[src/rtl/vec_alu_sequencer.sv]
// Instruction-side sequencer for the vector lane ALU: accepts one vector instruction,
// streams element reads from the register file and writes ALU results/predicates back.
module vec_alu_sequencer #(
    parameter int WIDTH  = 32,
    parameter int REG_W  = 5,
    parameter int MAX_VL = 16,
    parameter int IDX_W  = $clog2(MAX_VL)
) (
    input  logic                   clk,
    input  logic                   reset,
    input  logic                   instr_valid,
    output logic                   instr_ready,
    input  logic [3:0]             instr_op,
    input  logic [REG_W-1:0]       instr_vd,
    input  logic [REG_W-1:0]       instr_vs1,
    input  logic [REG_W-1:0]       instr_vs2,
    input  logic                   instr_use_scalar,
    input  logic [WIDTH-1:0]       instr_scalar,
    input  logic [IDX_W:0]         instr_vl,
    input  logic                   instr_masked,
    input  logic [MAX_VL-1:0]      instr_mask,
    output logic                   rf_rd_en,
    output logic [REG_W+IDX_W-1:0] rf_rd_addr_a,
    output logic [REG_W+IDX_W-1:0] rf_rd_addr_b,
    output logic [WIDTH-1:0]       alu_c,
    output logic                   alu_mux_control,
    output logic                   alu_add_sub,
    output logic [2:0]             alu_output_control,
    output logic [1:0]             alu_bitwise_control,
    output logic [1:0]             alu_comp_control,
    input  logic [WIDTH-1:0]       alu_result,
    input  logic                   alu_predicate,
    output logic                   rf_wr_en,
    output logic [REG_W+IDX_W-1:0] rf_wr_addr,
    output logic [WIDTH-1:0]       rf_wr_data,
    output logic                   pred_wr_en,
    output logic [IDX_W-1:0]       pred_wr_idx,
    output logic                   pred_wr_bit,
    output logic                   done,
    output logic                   illegal
);

    localparam logic [1:0] ST_IDLE  = 2'd0;
    localparam logic [1:0] ST_ISSUE = 2'd1;
    localparam logic [1:0] ST_DRAIN = 2'd2;

    localparam logic [IDX_W:0]   MAX_VL_L = (IDX_W+1)'(MAX_VL);
    localparam logic [IDX_W:0]   VL_ZERO  = {(IDX_W+1){1'b0}};
    localparam logic [IDX_W:0]   VL_ONE   = {{IDX_W{1'b0}}, 1'b1};
    localparam logic [IDX_W-1:0] IDX_ZERO = {IDX_W{1'b0}};
    localparam logic [IDX_W-1:0] IDX_ONE  = {{(IDX_W-1){1'b0}}, 1'b1};

    // Packed ALU control word: {output_control[2:0], add_sub, bitwise[1:0], comp[1:0]}
    function automatic logic [7:0] decode_op(input logic [3:0] op);
        logic [7:0] f;
        f = 8'h00;
        case (op)
            4'd0:    f = {3'b000, 1'b0, 2'b00, 2'b00};
            4'd1:    f = {3'b000, 1'b1, 2'b00, 2'b00};
            4'd2:    f = {3'b001, 1'b0, 2'b00, 2'b00};
            4'd3:    f = {3'b001, 1'b1, 2'b00, 2'b00};
            4'd4:    f = {3'b010, 1'b0, 2'b00, 2'b00};
            4'd5:    f = {3'b011, 1'b0, 2'b00, 2'b00};
            4'd6:    f = {3'b100, 1'b0, 2'b00, 2'b00};
            4'd7:    f = {3'b100, 1'b0, 2'b01, 2'b00};
            4'd8:    f = {3'b100, 1'b0, 2'b10, 2'b00};
            4'd9:    f = {3'b100, 1'b0, 2'b11, 2'b00};
            4'd10:   f = {3'b000, 1'b0, 2'b00, 2'b00};
            4'd11:   f = {3'b000, 1'b0, 2'b00, 2'b01};
            4'd12:   f = {3'b000, 1'b0, 2'b00, 2'b10};
            4'd13:   f = {3'b000, 1'b0, 2'b00, 2'b11};
            default: f = 8'h00;
        endcase
        return f;
    endfunction

    logic [1:0]             state_q, state_d;
    logic                   ready_q, ready_d;
    logic [IDX_W-1:0]       idx_q, idx_d;
    logic [IDX_W:0]         vl_q, vl_d;
    logic [REG_W-1:0]       vd_q, vd_d;
    logic [REG_W-1:0]       vs1_q, vs1_d;
    logic [REG_W-1:0]       vs2_q, vs2_d;
    logic                   masked_q, masked_d;
    logic [MAX_VL-1:0]      mask_q, mask_d;
    logic                   cmp_q, cmp_d;
    logic [7:0]             ctl_q, ctl_d;
    logic                   mux_q, mux_d;
    logic [WIDTH-1:0]       alu_c_q, alu_c_d;
    logic                   rd_en_q, rd_en_d;
    logic [REG_W+IDX_W-1:0] rd_addr_a_q, rd_addr_a_d;
    logic [REG_W+IDX_W-1:0] rd_addr_b_q, rd_addr_b_d;
    logic                   wr_en_q, wr_en_d;
    logic [REG_W+IDX_W-1:0] wr_addr_q, wr_addr_d;
    logic                   pred_en_q, pred_en_d;
    logic [IDX_W-1:0]       pred_idx_q, pred_idx_d;
    logic                   done_q, done_d;
    logic                   illegal_q, illegal_d;

    logic [IDX_W:0]         vl_eff_s;
    logic                   op_illegal_s;
    logic                   op_cmp_s;
    logic                   last_elem_s;
    logic                   elem_en_s;
    logic [IDX_W-1:0]       idx_inc_s;

    assign vl_eff_s     = (instr_vl > MAX_VL_L) ? MAX_VL_L : instr_vl;
    assign op_illegal_s = (instr_op >= 4'd14);
    assign op_cmp_s     = (instr_op >= 4'd10) && (instr_op <= 4'd13);
    assign last_elem_s  = (({1'b0, idx_q} + VL_ONE) == vl_q);
    assign elem_en_s    = !masked_q || mask_q[idx_q];
    assign idx_inc_s    = idx_q + IDX_ONE;

    // Next-state logic: element sequencing plus the one-cycle-delayed write-back stage
    always_comb begin
        state_d     = state_q;
        ready_d     = ready_q;
        idx_d       = idx_q;
        vl_d        = vl_q;
        vd_d        = vd_q;
        vs1_d       = vs1_q;
        vs2_d       = vs2_q;
        masked_d    = masked_q;
        mask_d      = mask_q;
        cmp_d       = cmp_q;
        ctl_d       = ctl_q;
        mux_d       = mux_q;
        alu_c_d     = alu_c_q;
        rd_en_d     = 1'b0;
        rd_addr_a_d = rd_addr_a_q;
        rd_addr_b_d = rd_addr_b_q;
        wr_en_d     = 1'b0;
        wr_addr_d   = wr_addr_q;
        pred_en_d   = 1'b0;
        pred_idx_d  = pred_idx_q;
        done_d      = 1'b0;
        illegal_d   = 1'b0;

        // Data read this cycle arrives next cycle; the strobe follows it there
        if (rd_en_q) begin
            if (cmp_q) begin
                pred_en_d  = elem_en_s;
                pred_idx_d = idx_q;
            end else begin
                wr_en_d   = elem_en_s;
                wr_addr_d = {vd_q, idx_q};
            end
        end else begin
            wr_addr_d = wr_addr_q;
        end

        case (state_q)
            ST_IDLE: begin
                if (instr_valid && ready_q) begin
                    ready_d  = 1'b0;
                    vd_d     = instr_vd;
                    vs1_d    = instr_vs1;
                    vs2_d    = instr_vs2;
                    masked_d = instr_masked;
                    mask_d   = instr_mask;
                    cmp_d    = op_cmp_s;
                    ctl_d    = decode_op(instr_op);
                    mux_d    = instr_use_scalar;
                    alu_c_d  = instr_scalar;
                    vl_d     = vl_eff_s;
                    idx_d    = IDX_ZERO;
                    if (op_illegal_s) begin
                        state_d   = ST_DRAIN;
                        illegal_d = 1'b1;
                    end else if (vl_eff_s == VL_ZERO) begin
                        state_d = ST_DRAIN;
                        done_d  = 1'b1;
                    end else begin
                        state_d     = ST_ISSUE;
                        rd_en_d     = 1'b1;
                        rd_addr_a_d = {instr_vs1, IDX_ZERO};
                        rd_addr_b_d = {instr_vs2, IDX_ZERO};
                    end
                end else begin
                    ready_d = 1'b1;
                end
            end
            ST_ISSUE: begin
                if (last_elem_s) begin
                    state_d = ST_DRAIN;
                    done_d  = 1'b1;
                end else begin
                    idx_d       = idx_inc_s;
                    rd_en_d     = 1'b1;
                    rd_addr_a_d = {vs1_q, idx_inc_s};
                    rd_addr_b_d = {vs2_q, idx_inc_s};
                end
            end
            ST_DRAIN: begin
                state_d = ST_IDLE;
                ready_d = 1'b1;
            end
            default: begin
                state_d = ST_IDLE;
                ready_d = 1'b1;
            end
        endcase
    end

    // State and output registers with synchronous reset
    always_ff @(posedge clk) begin
        if (reset) begin
            state_q     <= ST_IDLE;
            ready_q     <= 1'b1;
            idx_q       <= IDX_ZERO;
            vl_q        <= VL_ZERO;
            vd_q        <= {REG_W{1'b0}};
            vs1_q       <= {REG_W{1'b0}};
            vs2_q       <= {REG_W{1'b0}};
            masked_q    <= 1'b0;
            mask_q      <= {MAX_VL{1'b0}};
            cmp_q       <= 1'b0;
            ctl_q       <= 8'h00;
            mux_q       <= 1'b0;
            alu_c_q     <= {WIDTH{1'b0}};
            rd_en_q     <= 1'b0;
            rd_addr_a_q <= {(REG_W+IDX_W){1'b0}};
            rd_addr_b_q <= {(REG_W+IDX_W){1'b0}};
            wr_en_q     <= 1'b0;
            wr_addr_q   <= {(REG_W+IDX_W){1'b0}};
            pred_en_q   <= 1'b0;
            pred_idx_q  <= IDX_ZERO;
            done_q      <= 1'b0;
            illegal_q   <= 1'b0;
        end else begin
            state_q     <= state_d;
            ready_q     <= ready_d;
            idx_q       <= idx_d;
            vl_q        <= vl_d;
            vd_q        <= vd_d;
            vs1_q       <= vs1_d;
            vs2_q       <= vs2_d;
            masked_q    <= masked_d;
            mask_q      <= mask_d;
            cmp_q       <= cmp_d;
            ctl_q       <= ctl_d;
            mux_q       <= mux_d;
            alu_c_q     <= alu_c_d;
            rd_en_q     <= rd_en_d;
            rd_addr_a_q <= rd_addr_a_d;
            rd_addr_b_q <= rd_addr_b_d;
            wr_en_q     <= wr_en_d;
            wr_addr_q   <= wr_addr_d;
            pred_en_q   <= pred_en_d;
            pred_idx_q  <= pred_idx_d;
            done_q      <= done_d;
            illegal_q   <= illegal_d;
        end
    end

    assign instr_ready         = ready_q;
    assign rf_rd_en            = rd_en_q;
    assign rf_rd_addr_a        = rd_addr_a_q;
    assign rf_rd_addr_b        = rd_addr_b_q;
    assign alu_c               = alu_c_q;
    assign alu_mux_control     = mux_q;
    assign alu_output_control  = ctl_q[7:5];
    assign alu_add_sub         = ctl_q[4];
    assign alu_bitwise_control = ctl_q[3:2];
    assign alu_comp_control    = ctl_q[1:0];
    assign rf_wr_en            = wr_en_q;
    assign rf_wr_addr          = wr_addr_q;
    // ALU is combinational on registered RF data, so the result is passed through unregistered
    assign rf_wr_data          = wr_en_q ? alu_result : {WIDTH{1'b0}};
    assign pred_wr_en          = pred_en_q;
    assign pred_wr_idx         = pred_idx_q;
    assign pred_wr_bit         = pred_en_q ? alu_predicate : 1'b0;
    assign done                = done_q;
    assign illegal             = illegal_q;

endmodule

[config.mk]
export PLATFORM = sky130hd
export DESIGN_NAME = vec_alu_sequencer
export DESIGN_NICKNAME = d
export VERILOG_FILES = /design/src/rtl/vec_alu_sequencer.sv
export SDC_FILE = /design/constraint.sdc
export NUM_CORES = 1
export LEC_CHECK = 0
export ABC_CLOCK_PERIOD_IN_PS = 1900
export CAP_MARGIN = 20
export CORE_MARGIN = 2
export CORE_UTILIZATION = 38
export CTS_BUF_LIST = sky130_fd_sc_hd__clkbuf_8 sky130_fd_sc_hd__clkbuf_16
export CTS_CLUSTER_DIAMETER = 120
export DETAILED_ROUTE_END_ITERATION = 7
export GPL_ROUTABILITY_DRIVEN = 1
export GPL_TIMING_DRIVEN = 0
export PLACE_DENSITY_LB_ADDON = 0.2
export SYNTH_ARGS = -nofsm -noshare
export SYNTH_HDL_FRONTEND = slang
export SYNTH_SLANG_ARGS = --single-unit
[constraint.sdc]
create_clock -name clk -period 1.9 [get_ports clk]
set_input_delay 0.285 -clock clk [delete_from_list [all_inputs] [get_ports clk]]
set_output_delay 0.285 -clock clk [all_outputs]
set_load 0.02 [all_outputs]
Word-level counts from Yosys, hierarchy flattened
Memory sizes are Yosys's and may differ from the RTL's. A register that Yosys moved wholly into a read port is not among the register bits.
Cells that the tools add are included.
{"block": "totals", "out_inout_bits": 111, "memories": 1, "rom_bits": 128, "in_bits": 110, "ff_bits": 114}
{"memory": "(name not given)", "words": 16, "width": 8, "rd": 1, "rd_clocked_by_memory_dff": 1, "wr": 0, "line": "57", "source": "case (op)"}
{"block": "classes", "addsub": 2, "n_lt_le_gt_ge": 5, "bitwise": 4, "muxes": 36, "reduce_logical": 16, "eq_ne": 7}
{"operator": "$mux 9", "count": 8}
{"operator": "$pmux 9 s2", "count": 2}
{"operator": "$mux 32", "count": 1}
{"operator": "$mux 1", "count": 12}
{"operator": "$ne 2x2->1 const B", "count": 5}
{"operator": "$reduce_or 3->1", "count": 3}
{"operator": "$ge 4x4->1 const B", "count": 2}
{"operator": "$mux 2", "count": 4}
{"operator": "$mux 4", "count": 2}
{"operator": "$pmux 4 s2", "count": 1}
{"operator": "$reduce_and 2->1", "count": 4}
{"operator": "$pmux 1 s2", "count": 3}
{"operator": "$add 4x1->5 const B", "count": 1}
{"operator": "$eq 5x5->1", "count": 1}
{"operator": "$gt 5x5->1 const B", "count": 1}
{"operator": "$logic_not 5->1", "count": 1}
{"operator": "$lt 4x5->1 const B", "count": 1}
{"operator": "$mux 5", "count": 1}
{"operator": "$reduce_and 5->1", "count": 1}
{"operator": "$add 4x1->4 const B", "count": 1}
{"operator": "$bmux 1 s4", "count": 1}
{"operator": "$le 4x4->1 const B", "count": 1}
{"operator": "$not 1->1", "count": 4}
{"operator": "$pmux 2 s2", "count": 1}
{"operator": "7 further kinds", "count": 8}

Longest topological paths before layout
Gate-level depths: netlist of run 1.
{"block": "logic_depth", "word_depth": 7, "depth_mapped": 7, "ltp_nobuf": 6}

Worst setup path after synthesis of run 1
Ideal clock, no wire load.
{"block": "synth_path", "kind": "register -> register", "start": "register idx_q[1]", "end": "register rd_addr_a_q[2], in the netlist rf_rd_addr_a[2]", "path_stages_with_launch": 8, "path_slack_ps": 46, "arrival_time_ps": 1739, "required_ps": 1785, "cell_sequence": "dfxtp_1 ha_1 xor2_1 a211oi_2 o311a_2 buf_6 nor3_1 o21ba_2"}
{"block": "synth_between", "elab_chain_len": 4, "elab_cells_between_ends": 7}
{"element": "start: declaration", "line": "79", "source": "logic [IDX_W-1:0] idx_q, idx_d;"}
{"element": "start signal: assignment", "line": "233", "source": "idx_q <= idx_d;"}
{"element": "$add 4x1->5", "line": "110", "source": "assign last_elem_s = (({1'b0, idx_q} + VL_ONE) == vl_q);"}
{"element": "$eq 5x5->1", "line": "110"}
{"element": "$ne 2x2->1 (no source line)"}
{"element": "$reduce_and 5->1 (no source line)"}
{"element": "end signal: assignment", "line": "222", "source": "rd_addr_a_q <= {(REG_W+IDX_W){1'b0}};"}
{"element": "end signal: assignment", "line": "245", "source": "rd_addr_a_q <= rd_addr_a_d;"}
{"element": "end: declaration", "line": "91", "source": "logic [REG_W+IDX_W-1:0] rd_addr_a_q, rd_addr_a_d;"}
Parallel ways exist; a longest one is shown, timed or not. The select of a mux whose other input is x is not followed.
A chain may end at the register's enable or synchronous reset.

Worst setup path in the final report of run 1
{"block": "layout_path", "start": "register idx_q[1]", "end": "register rd_addr_b_q[8], in the netlist rf_rd_addr_b[8]"}
{"block": "layout_between", "elab_chain_len": 4}
{"element": "$add 4x1->5", "line": "110"}
{"element": "$eq 5x5->1", "line": "110"}
{"element": "$ne 2x2->1 (no source line)"}
{"element": "$reduce_and 5->1 (no source line)"}
{"element": "end signal: assignment", "line": "223", "source": "rd_addr_b_q <= {(REG_W+IDX_W){1'b0}};"}
{"element": "end signal: assignment", "line": "246", "source": "rd_addr_b_q <= rd_addr_b_d;"}
{"element": "end: declaration", "line": "92", "source": "logic [REG_W+IDX_W-1:0] rd_addr_b_q, rd_addr_b_d;"}
Every way passes these cells.

==> results of run 1 <==
## metrics by stage
stage	power (mW)	instances	instance area [um^2]	hold slack (ns)	utilization, %
CTS	7.41	1025	7940	0.264	62.9
global route	7.71	1030	8060	0.295	63.8
global placement	4.27	990	7320	0.437	58.0
floorplan	3.58	600	4920	0.421	-
finish	7.43	1030	8060	0.270	63.8
detailed placement	4.31	990	7320	0.445	58.0
## layout make-up
class | count | area [um^2]
sequential | 118 | 2370
timing repair buffer | 226 | 2230
tap | 172 | 215
multi-input combinational | 429 | 2370
clock inverter | 12 | 111
clock buffer | 20 | 467
buffer | 53 | 292
fill | 1090 | 4560
## power breakdown
group,internal (mW),leakage [nW],switching (mW)
Sequential,2.65,0.966,0.114
Combinational,0.727,1.80,0.845
Clock,2.00,0.295,1.09
## final timing paths
check              start               to  slack, ns  cells past startpoint
min          instr_op[3]         ctl_q[1]       0.27                      3
min reg2reg    mask_q[2]        mask_q[2]       0.45                      2
max             idx_q[1]  rf_rd_addr_b[8]       0.02                      8
max reg2reg     idx_q[1]  rf_rd_addr_b[8]       0.02                      8
## cells by family (layout without fill, tap and decap cells)
family,count (synthesis),in the layout,share of synthesized area (%)
flip-flops,118,118,48.0
XOR/XNOR,7,7,1.40
AND/OR/NAND/NOR,259,259,23.9
AO/OA/AOI/OAI,156,156,19.4
adder cells (fa/ha/maj),1,1,0.254
buffers and inverters,53,311,5.13
multiplexers,6,6,1.91
## repair_timing
item / in CTS / in global routing
gates resized for setup: 52 / 28
buffers inserted: 3 / 4
pin swaps: 3 / 8
cloned: 0 / 1
endpoints found under the setup margin: 123 / 84
## sequential cells by signal, summed over array words and instances (netlist names), 4 cells and up
register      cells
alu_c            32
mask_q           16
rf_rd_addr_a      9
rf_wr_addr        9
ctl_q             8
rf_rd_addr_b      5
vd_q              5
vl_q              5
vs1_q             5
vs2_q             5
idx_q             4
pred_wr_idx       4
## layout by cell type (no fill, tap or decap), drive strengths merged, types with 2 or more instances in the layout
cell type	Yosys	final
mux4	2	2
mux2i	3	3
inv	0	3
nand2	171	171
a21oi	111	111
clkbuf	35	54
nor3	8	8
clkdlybuf4s50	0	188
o211ai	17	17
o311a	2	2
a32oi	11	11
dlygate4sd2	0	28
o21ai	3	3
nor2	7	7
clkdlybuf4s15	0	2
nand3b	8	8
and2	33	33
nor2b	9	9
xnor2	6	6
nand3	12	12
nand2b	2	2
or3	3	3
nor3b	3	3
a211oi	4	4
a2111oi	2	2
buf	18	27
clkinvlp	0	2
bufinv	0	2
dfxtp	118	118
clkinv	0	5
## metal layers
metal | vias up | GRT usage (%) | wire (um)
li1 | 2544 | - | -
met1 | 2422 | 26.6 | 6660
met2 | 237 | 42.4 | 8640
met3 | 27 | 8.28 | 1460
met4 | 0 | 9.34 | 317
met5 | - | 0 | 0
## worst register-to-register path: cells and delay by family (launching register included)
family	cells	cell delay, ns
compound gates	4	0.76
xor+xnor	1	0.16
fa+ha+maj	1	0.18
buf+inv	2	0.33
flops	1	0.36
==> impl_metrics.env, run 1 <==
export IMPL_postRouteAntennaNets=0
export IMPL_slew_headroom_pct=55.7
export IMPL_finClkSkew_ns=0.0109
export IMPL_areaGrowthSynthToFinish_pct=63.7
export IMPL_clk_latency_ns=0.42
export IMPL_crit_path_max_incr_delay_ns=0.36
export IMPL_synth_most_common_cell="nand2_1"
export IMPL_wl_um=17100
export IMPL_drtIter0Drc=328
export IMPL_dpl_worst_slack_ns=-0.561
export IMPL_drc=0
export IMPL_numCtsBuffers=17
export IMPL_grt_usage_pct=24.1
export IMPL_status="finished clean"
export IMPL_ys_warnings_count=0
export IMPL_wl_per_cell_um=16.6
export IMPL_path_cells="ha_4 -> xnor2_2 -> a211oi_2 -> buf_4 -> o311a_4 -> clkbuf_16 -> o211ai_1 -> a21oi_1"
export IMPL_vias_per_cell=5.08
export IMPL_place_hpwl_um=12300
export IMPL_nNetsFinal=956
export IMPL_antenna_found_initial=0
export IMPL_synthTopCellsByCount="171 x nand2_1, 118 x dfxtp_1, 111 x a21oi_1"
export IMPL_dr_pass1_iters=5
export IMPL_vias=5230
export IMPL_critical_path_slowest_cell="dfxtp_4"
export IMPL_period_needed_ns=1.88
export IMPL_grt_pass1_vias=5112
export IMPL_syn_cell_area_um2=4920
export IMPL_yosysSeqAreaShare_pct=48.0
export IMPL_ys_async_sr_fraction_pct=0
export IMPL_postCtsHoldBufs=0
export IMPL_cts_path_max_buffers=2
export IMPL_io_buffers=218
export IMPL_die_area_um2=13900
export IMPL_rows=41
export IMPL_final_max_slew_viol_count=0
export IMPL_synth_top_area_share_pct=48.0
export IMPL_ys_flop_type="dfxtp_1"
export IMPL_start_util_pct=39.0
export IMPL_ys_types=41
export IMPL_yosys_area_top_type="dfxtp_1"
export IMPL_drive_gt1_share_pct=10.6
export IMPL_clockRootBuffer="clkbuf_16"
export IMPL_gr_total_overflow=0
export IMPL_cts_sinks=118
export IMPL_syn_area_per_cell_um2=8.20
export IMPL_grt_max_degree=17
export IMPL_antenna_cells=0
export IMPL_synth_fp_nets=711
export IMPL_clk_pin_slew_worst_paths_ns=0.05
export IMPL_ys_ff_latch=118
export IMPL_setup_slack_ns=0.0184
export IMPL_die_x_um=118
export IMPL_grt_pass1_wl_um=26300
export IMPL_core_um2=12600
export IMPL_syn_inst=600
export IMPL_leakagePower_nw=3.06
export IMPL_synth_edf_count=0
export IMPL_tns_ns=0
export IMPL_fin_crit_sh_pct=99.0
export IMPL_worstMarginPinSlew_ns=0.665
export IMPL_cts_tree="done"
export IMPL_final_hold_viol_count=0
export IMPL_fmax_mhz=531
export IMPL_synth_area_leaders="dfxtp_1 48%, nand2_1 13%, a21oi_1 11%"
export IMPL_dieHeight_um=118
export IMPL_cts_htree_levels=4
export IMPL_hold_path_class="in -> reg"
export IMPL_power_density_nw_per_um2=922
export IMPL_start_kind="register"
export IMPL_drv_cap=0
export IMPL_path_buf_inv=2
export IMPL_setup_violations=0
export IMPL_crit_arrival_ns=2.21
export IMPL_ir_worst_vdd_uv=720
export IMPL_rsz0062_at_grt="yes"
export IMPL_cp_end_kind="register"
export IMPL_crit_type="reg -> reg"
export IMPL_crit_family="compound AO/OA/AOI/OAI gates"
export IMPL_worst_ep_required_time_ns=2.23
export IMPL_boundaryPins=221
export IMPL_routabilityCongestion=0.880
export IMPL_worstPathMaxFanout=6
Note: power is estimated with default switching activity, not from simulation.
==> run 2, diff against run 1 <==
--- a/config.mk
+++ b/config.mk
@@ -5,9 +5,8 @@
 export SDC_FILE = /design/constraint.sdc
 export NUM_CORES = 1
 export LEC_CHECK = 0
-export ABC_CLOCK_PERIOD_IN_PS = 1900
+export ABC_CLOCK_PERIOD_IN_PS = 1700
 export CAP_MARGIN = 20
-export CORE_MARGIN = 2
 export CORE_UTILIZATION = 38
 export CTS_BUF_LIST = sky130_fd_sc_hd__clkbuf_8 sky130_fd_sc_hd__clkbuf_16
 export CTS_CLUSTER_DIAMETER = 120
==> constraint.sdc (replaced) <==
create_clock -name clk -period 1.7 [get_ports clk]
set_input_delay 0.255 -clock clk [delete_from_list [all_inputs] [get_ports clk]]
set_output_delay 0.255 -clock clk [all_outputs]
set_load 0.02 [all_outputs]
==> run 2 against run 1 <==
The run now ends with negative setup slack left. Worst setup slack lost 0.19 ns. Non-clock buffer count is 1 higher. Die area down 3.4%. Sequential share of layout area shrank 0.37 points. Maximum frequency increased by 0.74%. Count of clock-buffer cells in the layout up 3. Flip-flop and latch count stayed put. Critical path type unchanged. Largest power group unchanged.
==> impl_metrics.env, run 2 (same netlist as run 1, synthesis figures left out) <==
export IMPL_die_x_um=116
export IMPL_finClkSkew_ns=0.00920
export IMPL_rows=41
export IMPL_fmax_mhz=535
export IMPL_die_area_um2=13400
export IMPL_grt_usage_pct=25.8
export IMPL_antenna_found_initial=0
export IMPL_fin_crit_sh_pct=110
export IMPL_ir_worst_vdd_uv=518
export IMPL_setup_slack_ns=-0.168
export IMPL_cts_tree="done"
export IMPL_dr_pass1_iters=5
export IMPL_violations="negative setup slack"
export IMPL_numCtsBuffers=17
export IMPL_grt_max_degree=17
export IMPL_final_common_cell="clkdlybuf4s50_1"
export IMPL_power_density_nw_per_um2=1050
export IMPL_clk_pin_slew_worst_paths_ns=0.05
export IMPL_hold_path_class="in -> reg"
export IMPL_final_max_slew_viol_count=0
export IMPL_slew_headroom_pct=53.2
export IMPL_final_cell_area_um2=8170
export IMPL_drc=0
export IMPL_antenna_cells=0
export IMPL_drv_cap=0
export IMPL_period_needed_ns=1.87
export IMPL_leakagePower_nw=3.14
export IMPL_vias=5288
export IMPL_cp_end_kind="register"
export IMPL_wl_um=17200
export IMPL_dieHeight_um=116
export IMPL_drtIter0Drc=343
export IMPL_crit_start="idx_q[1]"
export IMPL_setup_violations=29
export IMPL_final_hold_viol_count=0
export IMPL_io_buffers=218
export IMPL_postCtsHoldBufs=0
export IMPL_cts_path_max_buffers=2
export IMPL_core_um2=12600
export IMPL_vias_per_cell=5.13
export IMPL_gr_total_overflow=0
export IMPL_grt_pass1_wl_um=26200
export IMPL_r2r_start="idx_q[1]"
export IMPL_crit_arrival_ns=2.20
export IMPL_place_area_um2=7370
export IMPL_grt_pass1_vias=5195
export IMPL_routabilityCongestion=0.813
export IMPL_crit_type="reg -> reg"
export IMPL_cts_sinks=118
export IMPL_cts_htree_levels=4
export IMPL_instances_no_fill=1030
export IMPL_areaGrowthSynthToFinish_pct=65.9
export IMPL_place_hpwl_um=12300
export IMPL_rsz0062_at_grt="yes"
export IMPL_worstPathMaxFanout=5
export IMPL_nNetsFinal=957
export IMPL_clk_latency_ns=0.41
export IMPL_largest_reg_flops=32
export IMPL_drive_gt1_share_pct=16.1
export IMPL_start_kind="register"
export IMPL_status="complete, but fails checks"
export IMPL_clockRootBuffer="clkbuf_16"
export IMPL_boundaryPins=221
export IMPL_dp_cells=990
export IMPL_start_util_pct=39.0
export IMPL_postRouteAntennaNets=0
export IMPL_worstMarginPinSlew_ns=0.702
export IMPL_final_cell_mix="175 x clkdlybuf4s50_1, 170 x nand2_1, 113 x dfxtp_1, 110 x a21oi_1, 30 x and2_1"
export IMPL_wl_per_cell_um=16.7
export IMPL_worst_ep_required_time_ns=2.03
export IMPL_hold_start="instr_op[3]"
[run 2: timing repair]
item                       4_1_cts  5_1_grt
pin swaps                       11       17
gates resized for setup        125       58
buffers inserted                 8        1
cloned                           2        0
setup endpoints to repair      144      134
[run 2: final timing paths]
check	end	slack (ns)	cells past startpoint
max reg2reg	idx_q[0]	-0.17	7
max	idx_q[0]	-0.17	7
min reg2reg	rf_wr_addr[5]	0.45	2
min	ctl_q[1]	0.26	3
[run 2: layer usage]
layer	up-vias	routed length (um)	track usage, %
li1	2532	-	-
met5	-	0	0
met3	27	1610	8.47
met4	0	294	7.86
met1	2484	6550	27.6
met2	245	8730	47.9
[run 2: report_power, final]
part | total [mW] | leakage (nW) | internal, mW | switching, mW
clock network | 3.65 | 0.308 | 2.42 | 1.23
registers | 3.10 | 0.966 | 2.96 | 0.138
logic | 1.82 | 1.87 | 0.855 | 0.963
[run 2: cell type report]
| cell class | instances | area [um^2] |
|---|---|---|
| clock inverter | 8 | 92.6 |
| sequential | 118 | 2370 |
| clock buffer | 23 | 519 |
| tap | 172 | 215 |
| fill | 1119 | 4450 |
| buffer | 53 | 334 |
| multi-input combinational | 429 | 2470 |
| timing repair buffer | 227 | 2170 |
[run 2: metrics by stage]
step / util (%) / hold slack, ns / power [mW] / setup slack, ns / setup TNS [ns]
global route: 64.7 / 0.264 / 8.90 / -0.219 / -9.96
CTS: 65.2 / 0.237 / 8.60 / -0.119 / -1.54
finish: 64.7 / 0.260 / 8.57 / -0.168 / -2.89
global placement: 58.4 / 0.439 / 4.79 / -0.717 / -56.33
detailed placement: 58.4 / 0.445 / 4.83 / -0.773 / -61.82
floorplan: - / 0.391 / 4.01 / -0.0406 / -0.173
[run 2: critical path, cell delays in order, from the launching register on]
cell	delay [ns]
dfxtp_4	0.36
ha_4	0.24
xor2_2	0.16
a211oi_4	0.30
o311a_4	0.32
buf_8	0.13
o211ai_1	0.12
a21oi_2	0.16
==> run 3, diff against run 2 <==
--- a/config.mk
+++ b/config.mk
@@ -7,6 +7,7 @@
 export LEC_CHECK = 0
 export ABC_CLOCK_PERIOD_IN_PS = 1700
 export CAP_MARGIN = 20
+export CORE_ASPECT_RATIO = 0.8
 export CORE_UTILIZATION = 38
 export CTS_BUF_LIST = sky130_fd_sc_hd__clkbuf_8 sky130_fd_sc_hd__clkbuf_16
 export CTS_CLUSTER_DIAMETER = 120
@@ -14,6 +15,7 @@
 export GPL_ROUTABILITY_DRIVEN = 1
 export GPL_TIMING_DRIVEN = 0
 export PLACE_DENSITY_LB_ADDON = 0.2
+export SKIP_LAST_GASP = 1
 export SYNTH_ARGS = -nofsm -noshare
 export SYNTH_HDL_FRONTEND = slang
 export SYNTH_SLANG_ARGS = --single-unit
==> run 3 against run 2 <==
Non-clock buffer count increased by 5. Total power increased by 2.6%. Die area about the same. Critical path depth down 1. The flow still finishes with violations (negative setup slack). Final area is 0.44% higher. Critical endpoint unchanged.
==> impl_metrics.env, run 3 (same netlist as run 1, synthesis figures left out) <==
export IMPL_nNetsFinal=962
export IMPL_wl_per_cell_um=16.4
export IMPL_final_hold_viol_count=0
export IMPL_cts_sinks=118
export IMPL_worstPathMaxFanout=6
export IMPL_grt_max_degree=17
export IMPL_vias_per_cell=5.03
export IMPL_postRouteAntennaNets=0
export IMPL_slew_headroom_pct=46.3
export IMPL_core_um2=12400
export IMPL_start_util_pct=39.7
export IMPL_clockRootBuffer="clkbuf_16"
export IMPL_areaGrowthSynthToFinish_pct=66.7
export IMPL_fin_crit_sh_pct=109
export IMPL_fin_util_pct=66.2
export IMPL_final_common_cell="clkdlybuf4s50_1"
export IMPL_place_hpwl_um=11900
export IMPL_grt_usage_pct=25.3
export IMPL_grtUsageMet1_pct=30.0
export IMPL_dpl_worst_slack_ns=-0.729
export IMPL_cp_end_kind="register"
export IMPL_grt_pass1_vias=5277
export IMPL_power_mw=8.79
export IMPL_gr_total_overflow=0
export IMPL_num_fill_cells=1029
export IMPL_setup_slack_ns=-0.160
export IMPL_rows=36
export IMPL_die_x_um=129
export IMPL_crit_type="reg -> reg"
export IMPL_die_area_um2=13400
export IMPL_use_met3_pct=8.83
export IMPL_largest_reg_flops=32
export IMPL_final_cell_mix="178 x clkdlybuf4s50_1, 169 x nand2_1, 113 x dfxtp_1, 110 x a21oi_1, 37 x clkbuf_2"
export IMPL_numCtsBuffers=17
export IMPL_boundaryPins=221
export IMPL_clk_latency_ns=0.41
export IMPL_dr_pass1_iters=4
export IMPL_fmax_mhz=538
export IMPL_finClkSkew_ns=0.00626
export IMPL_antenna_found_initial=0
export IMPL_setup_violations=49
export IMPL_antenna_cells=0
export IMPL_regArea_um2=2370
export IMPL_leakagePower_nw=3.12
export IMPL_hold_path_class="in -> reg"
export IMPL_dieHeight_um=104
export IMPL_power_density_nw_per_um2=1070
export IMPL_status="complete, but fails checks"
export IMPL_wl_um=16900
export IMPL_tns_ns=-2.69
export IMPL_routabilityCongestion=0.852
export IMPL_violations="negative setup slack"
export IMPL_ir_worst_vdd_uv=716
export IMPL_grt_busiest_layer="met2"
export IMPL_cts_tree="done"
export IMPL_clk_pin_slew_worst_paths_ns=0.05
export IMPL_multi_input_area_um2=2470
export IMPL_drc=0
export IMPL_period_needed_ns=1.86
export IMPL_cts_path_max_buffers=2
export IMPL_cts_htree_levels=4
export IMPL_drive_gt1_share_pct=16.7
export IMPL_start_kind="register"
export IMPL_worst_ep_required_time_ns=2.03
export IMPL_io_buffers=218
export IMPL_drv_cap=0
export IMPL_worstMarginPinSlew_ns=0.806
export IMPL_drtIter0Drc=240
export IMPL_grt_use_met2_pct=42.8
export IMPL_vias=5199
export IMPL_rsz0062_at_grt="yes"
export IMPL_crit_arrival_ns=2.19
export IMPL_final_max_slew_viol_count=0
export IMPL_grt_pass1_wl_um=26200
-- run 3: changes by cell type in the layout (fill, tap and decap cells not counted), moves of 4 or more --
| cell | change |
|---|---|
| clkbuf_8 | -5 |
| clkdlybuf4s15_2 | -5 |
| buf_2 | -4 |
| clkbuf_2 | +11 |
| dlymetal6s2s_1 | -4 |
| buf_4 | +4 |
-- run 3: cell type report --
type / count / share of cell area, %
clock buffer: 18 / 5.35
multi-input combinational: 429 / 30.1
buffer: 52 / 3.92
tap: 171 / 2.61
clock inverter: 13 / 2.29
timing repair buffer: 233 / 26.8
sequential: 118 / 28.9
-- run 3: critical path, cell delays in order (launching register included) --
cell and delay (ns):
dfxtp_4 0.38, ha_4 0.20, nor2b_4 0.17, nor3_2 0.07
o311a_4 0.42, or3_4 0.40, a21oi_2 0.16
-- run 3: timing repair --
action / 4_1_cts / 5_1_grt
buffers inserted: 7 / 6
resized for setup: 87 / 83
hold buffers: 0 / 0
gates cloned: 1 / 1
pin swaps: 9 / 15
endpoints found under the setup margin: 145 / 137
-- run 3: metal layers --
metal | up-vias | wire length (um)
met5 | - | 0
met4 | 0 | 219
met3 | 19 | 1460
met2 | 194 | 8110
met1 | 2446 | 7120
li1 | 2540 | -
-- run 3: final timing paths --
kind / start / end / slack [ns] / cells past startpoint
max: idx_q[0] / idx_q[0] / -0.16 / 6
min reg2reg: mask_q[0] / mask_q[0] / 0.45 / 2
max reg2reg: idx_q[0] / idx_q[0] / -0.16 / 6
min: instr_op[3] / ctl_q[1] / 0.22 / 3
-- run 3: report_power, final --
group	switching [mW]	internal [mW]	total (mW)
registers	0.132	2.97	3.10
logic	0.981	0.881	1.86
clock network	1.23	2.60	3.83
total	2.35	6.44	8.79
-- run 3: stage by stage --
step                instance area, um^2  hold WS [ns]  std cells
CTS                                8140         0.214       1028
floorplan                          4970         0.391        600
global route                       8200         0.252       1034
detailed placement                 7370         0.442        989
global placement                   7370         0.442        989
finish                             8200         0.217       1034
